==> src/rtl/cam_i2c_sequencer_if.sv <==
// Command/handshake bus between the camera init/poll sequencer and the I2C master.
interface cam_i2c_sequencer_if;
    logic        i2c_ready;
    logic        i2c_start;
    logic [6:0]  i2c_addr;
    logic [15:0] i2c_data;
    logic [2:0]  i2c_packets;
    logic        i2c_rw;

    modport master (
        input  i2c_ready,
        output i2c_start, i2c_addr, i2c_data, i2c_packets, i2c_rw
    );

    modport slave (
        output i2c_ready,
        input  i2c_start, i2c_addr, i2c_data, i2c_packets, i2c_rw
    );
endinterface

==> src/rtl/cam_i2c_sequencer.sv <==
// Camera I2C sequencer: writes a fixed init table once, then polls the sensor
// with a pointer-write / read pair every POLL_CYCLES, with a per-transaction
// timeout that restarts the whole sequence.
module cam_i2c_sequencer #(
    parameter int unsigned GAP_CYCLES     = 16,
    parameter int unsigned POLL_CYCLES    = 1024,
    parameter int unsigned TIMEOUT_CYCLES = 4096,
    parameter int unsigned READ_PACKETS   = 6
) (
    input  logic                       clk,
    input  logic                       reset,
    cam_i2c_sequencer_if.master        i2c,
    output logic                       init_done,
    output logic                       poll_valid,
    output logic                       timeout_err
);
    localparam int unsigned TW = $clog2(TIMEOUT_CYCLES + 1);
    localparam int unsigned GW = (GAP_CYCLES > 1) ? $clog2(GAP_CYCLES) : 1;
    localparam int unsigned PW = (POLL_CYCLES > 1) ? $clog2(POLL_CYCLES) : 1;

    localparam logic [TW-1:0] T_LIM     = TW'(TIMEOUT_CYCLES);
    localparam logic [GW-1:0] GAP_LAST  = GW'(GAP_CYCLES - 1);
    localparam logic [PW-1:0] POLL_LAST = PW'(POLL_CYCLES - 1);
    localparam logic [2:0]    RD_PKTS   = 3'(READ_PACKETS);

    // Table index: 0..5 init writes, 6 poll pointer write, 7 poll read.
    localparam logic [2:0] IDX_LAST_INIT = 3'd5;
    localparam logic [2:0] IDX_POLL_WR   = 3'd6;
    localparam logic [2:0] IDX_POLL_RD   = 3'd7;

    typedef enum logic [2:0] {
        IDLE,
        ISSUE,
        WAIT_BUSY,
        WAIT_DONE,
        GAP,
        POLL_WAIT
    } state_t;

    state_t        state, state_n;
    logic [2:0]    idx, idx_n;
    logic [TW-1:0] tcnt;
    logic [GW-1:0] gcnt;
    logic [PW-1:0] pcnt;
    logic          start_ok;
    logic          waiting;
    logic          tmo_hit;
    logic          in_txn;

    assign start_ok = (state == ISSUE) && i2c.i2c_ready;
    assign waiting  = (state == WAIT_BUSY) || (state == WAIT_DONE);
    assign tmo_hit  = waiting && (tcnt == T_LIM);
    assign in_txn   = (state == ISSUE) || waiting;

    // State register and table index.
    always_ff @(posedge clk) begin
        if (reset) begin
            state <= IDLE;
            idx   <= '0;
        end else begin
            state <= state_n;
            idx   <= idx_n;
        end
    end

    // Timeout, gap and poll-period counters plus the sticky init_done flag.
    // pcnt is loaded with 1 on the pointer-write start so that it reads k
    // exactly k cycles after that pulse; it saturates at POLL_CYCLES-1.
    always_ff @(posedge clk) begin
        if (reset) begin
            tcnt      <= '0;
            gcnt      <= '0;
            pcnt      <= '0;
            init_done <= 1'b0;
        end else begin
            if (start_ok) begin
                tcnt <= TW'(1);
            end else if (waiting) begin
                if (tcnt != T_LIM) begin
                    tcnt <= tcnt + TW'(1);
                end
            end else begin
                tcnt <= '0;
            end

            if ((state == GAP) && (gcnt != GAP_LAST)) begin
                gcnt <= gcnt + GW'(1);
            end else begin
                gcnt <= '0;
            end

            if (start_ok && (idx == IDX_POLL_WR)) begin
                pcnt <= (POLL_LAST == '0) ? '0 : PW'(1);
            end else if (pcnt != POLL_LAST) begin
                pcnt <= pcnt + PW'(1);
            end

            if (tmo_hit) begin
                init_done <= 1'b0;
            end else if ((state == GAP) && (gcnt == GAP_LAST) && (idx == IDX_LAST_INIT)) begin
                init_done <= 1'b1;
            end
        end
    end

    // Next-state and next-index selection.
    always_comb begin
        state_n = state;
        idx_n   = idx;
        unique case (state)
            IDLE: begin
                if (i2c.i2c_ready) begin
                    state_n = ISSUE;
                    idx_n   = '0;
                end
            end
            ISSUE: begin
                if (start_ok) begin
                    state_n = WAIT_BUSY;
                end
            end
            WAIT_BUSY: begin
                if (tmo_hit) begin
                    state_n = IDLE;
                    idx_n   = '0;
                end else if (!i2c.i2c_ready) begin
                    state_n = WAIT_DONE;
                end
            end
            WAIT_DONE: begin
                if (tmo_hit) begin
                    state_n = IDLE;
                    idx_n   = '0;
                end else if (i2c.i2c_ready) begin
                    state_n = GAP;
                end
            end
            GAP: begin
                if (gcnt == GAP_LAST) begin
                    if (idx == IDX_POLL_RD) begin
                        idx_n   = IDX_POLL_WR;
                        state_n = (pcnt == POLL_LAST) ? ISSUE : POLL_WAIT;
                    end else begin
                        idx_n   = idx + 3'd1;
                        state_n = ISSUE;
                    end
                end
            end
            POLL_WAIT: begin
                if (pcnt == POLL_LAST) begin
                    state_n = ISSUE;
                end
            end
            default: begin
                state_n = IDLE;
                idx_n   = '0;
            end
        endcase
    end

    // Bus and status outputs; command fields are held only while a transaction is live.
    always_comb begin
        i2c.i2c_addr    = 7'h58;
        i2c.i2c_start   = start_ok;
        i2c.i2c_data    = '0;
        i2c.i2c_packets = '0;
        i2c.i2c_rw      = 1'b0;
        timeout_err     = tmo_hit;
        poll_valid      = (state == WAIT_DONE) && i2c.i2c_ready && !tmo_hit && (idx == IDX_POLL_RD);
        if (in_txn) begin
            case (idx)
                3'd0:    begin i2c.i2c_data = 16'h3001; i2c.i2c_packets = 3'd2; end
                3'd1:    begin i2c.i2c_data = 16'h3008; i2c.i2c_packets = 3'd2; end
                3'd2:    begin i2c.i2c_data = 16'h0690; i2c.i2c_packets = 3'd2; end
                3'd3:    begin i2c.i2c_data = 16'h08C0; i2c.i2c_packets = 3'd2; end
                3'd4:    begin i2c.i2c_data = 16'h1A40; i2c.i2c_packets = 3'd2; end
                3'd5:    begin i2c.i2c_data = 16'h3333; i2c.i2c_packets = 3'd2; end
                3'd6:    begin i2c.i2c_data = 16'h3600; i2c.i2c_packets = 3'd1; end
                default: begin i2c.i2c_packets = RD_PKTS; i2c.i2c_rw = 1'b1; end
            endcase
        end
    end
endmodule

==> src/flat_wrapper.sv <==
// flat-port wrapper written by rule: the top's interface ports become plain ports
module cam_i2c_sequencer_flat 
#(
    parameter int unsigned GAP_CYCLES     = 16,
    parameter int unsigned POLL_CYCLES    = 1024,
    parameter int unsigned TIMEOUT_CYCLES = 4096,
    parameter int unsigned READ_PACKETS   = 6
)
  (clk, reset, init_done, poll_valid, timeout_err, i2c_i2c_ready, i2c_i2c_start, i2c_i2c_addr, i2c_i2c_data, i2c_i2c_packets, i2c_i2c_rw);
  cam_i2c_sequencer_if i2c_i ();
  input  logic clk;
  input  logic reset;
  output logic init_done;
  output logic poll_valid;
  output logic timeout_err;
  input wire logic [$bits(i2c_i.i2c_ready)-1:0] i2c_i2c_ready;
  output wire logic [$bits(i2c_i.i2c_start)-1:0] i2c_i2c_start;
  output wire logic [$bits(i2c_i.i2c_addr)-1:0] i2c_i2c_addr;
  output wire logic [$bits(i2c_i.i2c_data)-1:0] i2c_i2c_data;
  output wire logic [$bits(i2c_i.i2c_packets)-1:0] i2c_i2c_packets;
  output wire logic [$bits(i2c_i.i2c_rw)-1:0] i2c_i2c_rw;
  assign i2c_i.i2c_ready = i2c_i2c_ready;
  assign i2c_i2c_start = i2c_i.i2c_start;
  assign i2c_i2c_addr = i2c_i.i2c_addr;
  assign i2c_i2c_data = i2c_i.i2c_data;
  assign i2c_i2c_packets = i2c_i.i2c_packets;
  assign i2c_i2c_rw = i2c_i.i2c_rw;
  cam_i2c_sequencer #(.GAP_CYCLES(GAP_CYCLES), .POLL_CYCLES(POLL_CYCLES), .TIMEOUT_CYCLES(TIMEOUT_CYCLES), .READ_PACKETS(READ_PACKETS)) u_core (.clk(clk), .reset(reset), .i2c(i2c_i), .init_done(init_done), .poll_valid(poll_valid), .timeout_err(timeout_err));
endmodule
==> config.mk <==
export PLATFORM = sky130hd
export DESIGN_NAME = cam_i2c_sequencer_flat
export DESIGN_NICKNAME = d
export VERILOG_FILES = /design/src/rtl/cam_i2c_sequencer_if.sv /design/src/rtl/cam_i2c_sequencer.sv /design/src/flat_wrapper.sv
export SDC_FILE = /design/constraint.sdc
export NUM_CORES = 1
export LEC_CHECK = 0
export ABC_AREA = 0
export BUFFER_PORTS_ARGS = -buffer_cell sky130_fd_sc_hd__buf_2
export CAP_MARGIN = 15
export CORE_ASPECT_RATIO = 2
export CORE_UTILIZATION = 50
export DETAILED_ROUTE_END_ITERATION = 8
export GPL_ROUTABILITY_DRIVEN = 0
export PLACE_DENSITY = 0.72
export SYNTH_ARGS = -nofsm -noshare
export SYNTH_HDL_FRONTEND = slang
export SYNTH_SLANG_ARGS = --single-unit
==> constraint.sdc <==
create_clock -name clk -period 2.4 [get_ports clk]
set_input_delay 0.36 -clock clk [delete_from_list [all_inputs] [get_ports clk]]
set_output_delay 0.36 -clock clk [all_outputs]
set_load 0.02 [all_outputs]
==> results.txt <==
Tcrit/Tclk final - 96.93%
Via count - 1743
FFs w/ async S/R, synth - 0%
Clk_lat worst skew - 290 ps
CTS tree - built
Syn Area/Cell - 8.285 um^2
Total CTS buffers - 5
Mapped Cells - 243
H-tree depth - 2
Most frequent cells in the layout - dfxtp_1 (32), nor2_1 (27), buf_2 (21)
Sink Count - 34
Largest net degree at the start of global routing - 16
Antenna violations before repair - 0
TNS Setup - 0 ps
Worst Skew - 8.764 ps
Die area - 0.004300 mm^2
Post-DR vias/cell - 5.533
Io pins - 34
Final Util - 58.27%
Cell area after synthesis - 0.002013 mm^2
Antenna violation net count after detailed routing - 0
Peak Freq - 0.4299 GHz
Final HPWL DP - 3.091 mm
WP data arrival - 1970 ps
Starting Density - 52.38%
Unrepaired setup endpoints after global routing - false
Global-route wire length before repair - 6.775 mm
Routed len/inst - 13.14 um
Yosys reg bits - 34
Pwr dens - 606.9 mW/mm^2
Post-synth top flop - dfxtp_1
DRC Markers - 0
Post-synthesis sequential area ratio - 33.81%
Slew @ Worst Pin - 892.0 ps
Clock tree root driver cell - clkbuf_8
Layout area overhead - 11.25%
Pre-Repair DR Iteration Count - 4
Detailed Route WL - 4.138 mm
Port Buffers - 23
Post-synth cell types - 48
Die Wd - 46.87 um
MaxCap Viol Count - 0
Peak VDD IR - 0.4770 mV
Commonest non-fill, non-tap cell in the layout - dfxtp_1
Max Root-Sink Buffers - 2
CORE AREA - 0.003844 mm^2
Layout cells sized above 1 - 19.32%
Crit start category - flip-flop
Worst endpoint required time - 2040 ps
Worst min path class - in -> reg
Final setup viols - 0
Slew Viols, Final - 0
Relative slew margins - 40.41%
Status - finished clean
Worst Setup End Kind - primary output
Clock-pin slew on the worst setup and hold paths - 70 ps
Fin nets - 274
Final hold vios - 0
Die H - 91.74 um
Row count - 32
Leakage - 0.0008590 uW
Vias in the first global route - 1623
ANT cells - 0
GRT Resource Usage Total - 21.36%
Critical path class - reg -> out
GR Overflow Total - 0
EDFF count, synth - 0
Fin crit period - 2326 ps
Total power - 1359 uW
DR iter-0 viols - 33
Ys Warns - 0
CP max FO - 5
-- critical path, cell delays in order, from the launching register on --
cell	delay, ps
dfxtp_2	340
inv_1	50
ha_1	140
or4b_4	460
buf_4	160
o31ai_4	290
nor3_2	70
buf_4	160
-- state kept, by name, summed over array words and instances, names as in the netlist --
name,flops
u_core.tcnt,13
u_core.pcnt,10
u_core.gcnt,4
u_core.idx,3
u_core.state,3
u_core.init_done,1
-- cell type report --
type                       count  area, um^2
multi-input combinational    183        1195
inverter                      10       37.54
clock inverter                 1       5.005
tap                           51       63.81
timing repair buffer          29       168.9
fill                         374        1604
sequential                    34       683.2
clock buffer                   7       86.33
-- cells in the mapped netlist, types with 3 or more instances --
cell	instances	area [um^2]
dfxtp_1	34	680.7
nor2_1	27	101.4
a21oi_1	17	85.08
nand2_1	15	56.30
buf_4	13	97.59
nand3_1	13	65.06
inv_1	10	37.54
nor3_1	9	45.04
xor2_1	9	78.83
clkbuf_1	8	30.03
ha_1	8	100.1
xnor2_1	7	61.31
nand4_1	6	37.54
nand2b_1	5	31.28
o21ai_0	5	25.02
a31oi_1	4	25.02
and3_1	4	25.02
or3_1	4	25.02
a211oi_1	3	22.52
and4_1	3	26.28
o21bai_1	3	22.52
-- layer usage --
metal  routed length [um]  part of all wire, %  vias to the layer above  GRT usage [%]
met2                 2282                   55                       39          39.12
met1                 1588                   38                      809          20.32
met3                  151                  3.6                       11          4.724
met5                    0                    0                        -              0
met4                  115                  2.8                        0          10.24
li1                     -                    -                      884              -
-- power breakdown --
group          total, uW  switching (uW)  internal, uW
logic                292             187           105
registers            636            49.2           587
clock network        431             200           231
total               1360             436           923
-- worst paths after layout --
check | from | to | slack [ps] | cells after the start
hold reg to reg | u_core.gcnt[0] | u_core.gcnt[0] | 450 | 1
hold / removal | reset | u_core.idx[2] | 360 | 2
setup reg to reg | u_core.tcnt[0] | u_core.idx[1] | 330 | 8
setup / recovery | u_core.tcnt[0] | poll_valid | 70 | 7
-- stage by stage --
stage	worst slack [ps]	hold WS [ps]	instances	cell area, um^2
2_1_floorplan	244.7	417.9	251	2043
3_3_place_gp	273.7	428.8	304	2091
3_5_place_dp	259.0	439.4	304	2091
4_1_cts	28.30	363.8	314	2225
5_1_grt	2.981	359.6	315	2240
6_report	73.73	364.2	315	2240
-- what timing repair did --
| item | in CTS | in global routing |
|---|---|---|
| resized for setup | 8 | 2 |
| buffers inserted | 2 | 1 |
| setup endpoints to repair | 1 | 2 |
| pin swaps | 1 | 2 |
| hold buffers | 0 | 0 |
-- cell families after synthesis --
logic type | after synthesis | share of synthesized area (%)
xor gates and xnor gates | 16 | 6.961
DFF | 34 | 33.81
and+or+nand+nor | 102 | 27.16
buffers and inverters | 34 | 9.509
adders and majority gates | 8 | 4.972
other | 2 | 0.3730
muxes | 2 | 0.9944
AOI/OAI and AO/OA | 45 | 16.22
Power figures use the tool's default switching activity.
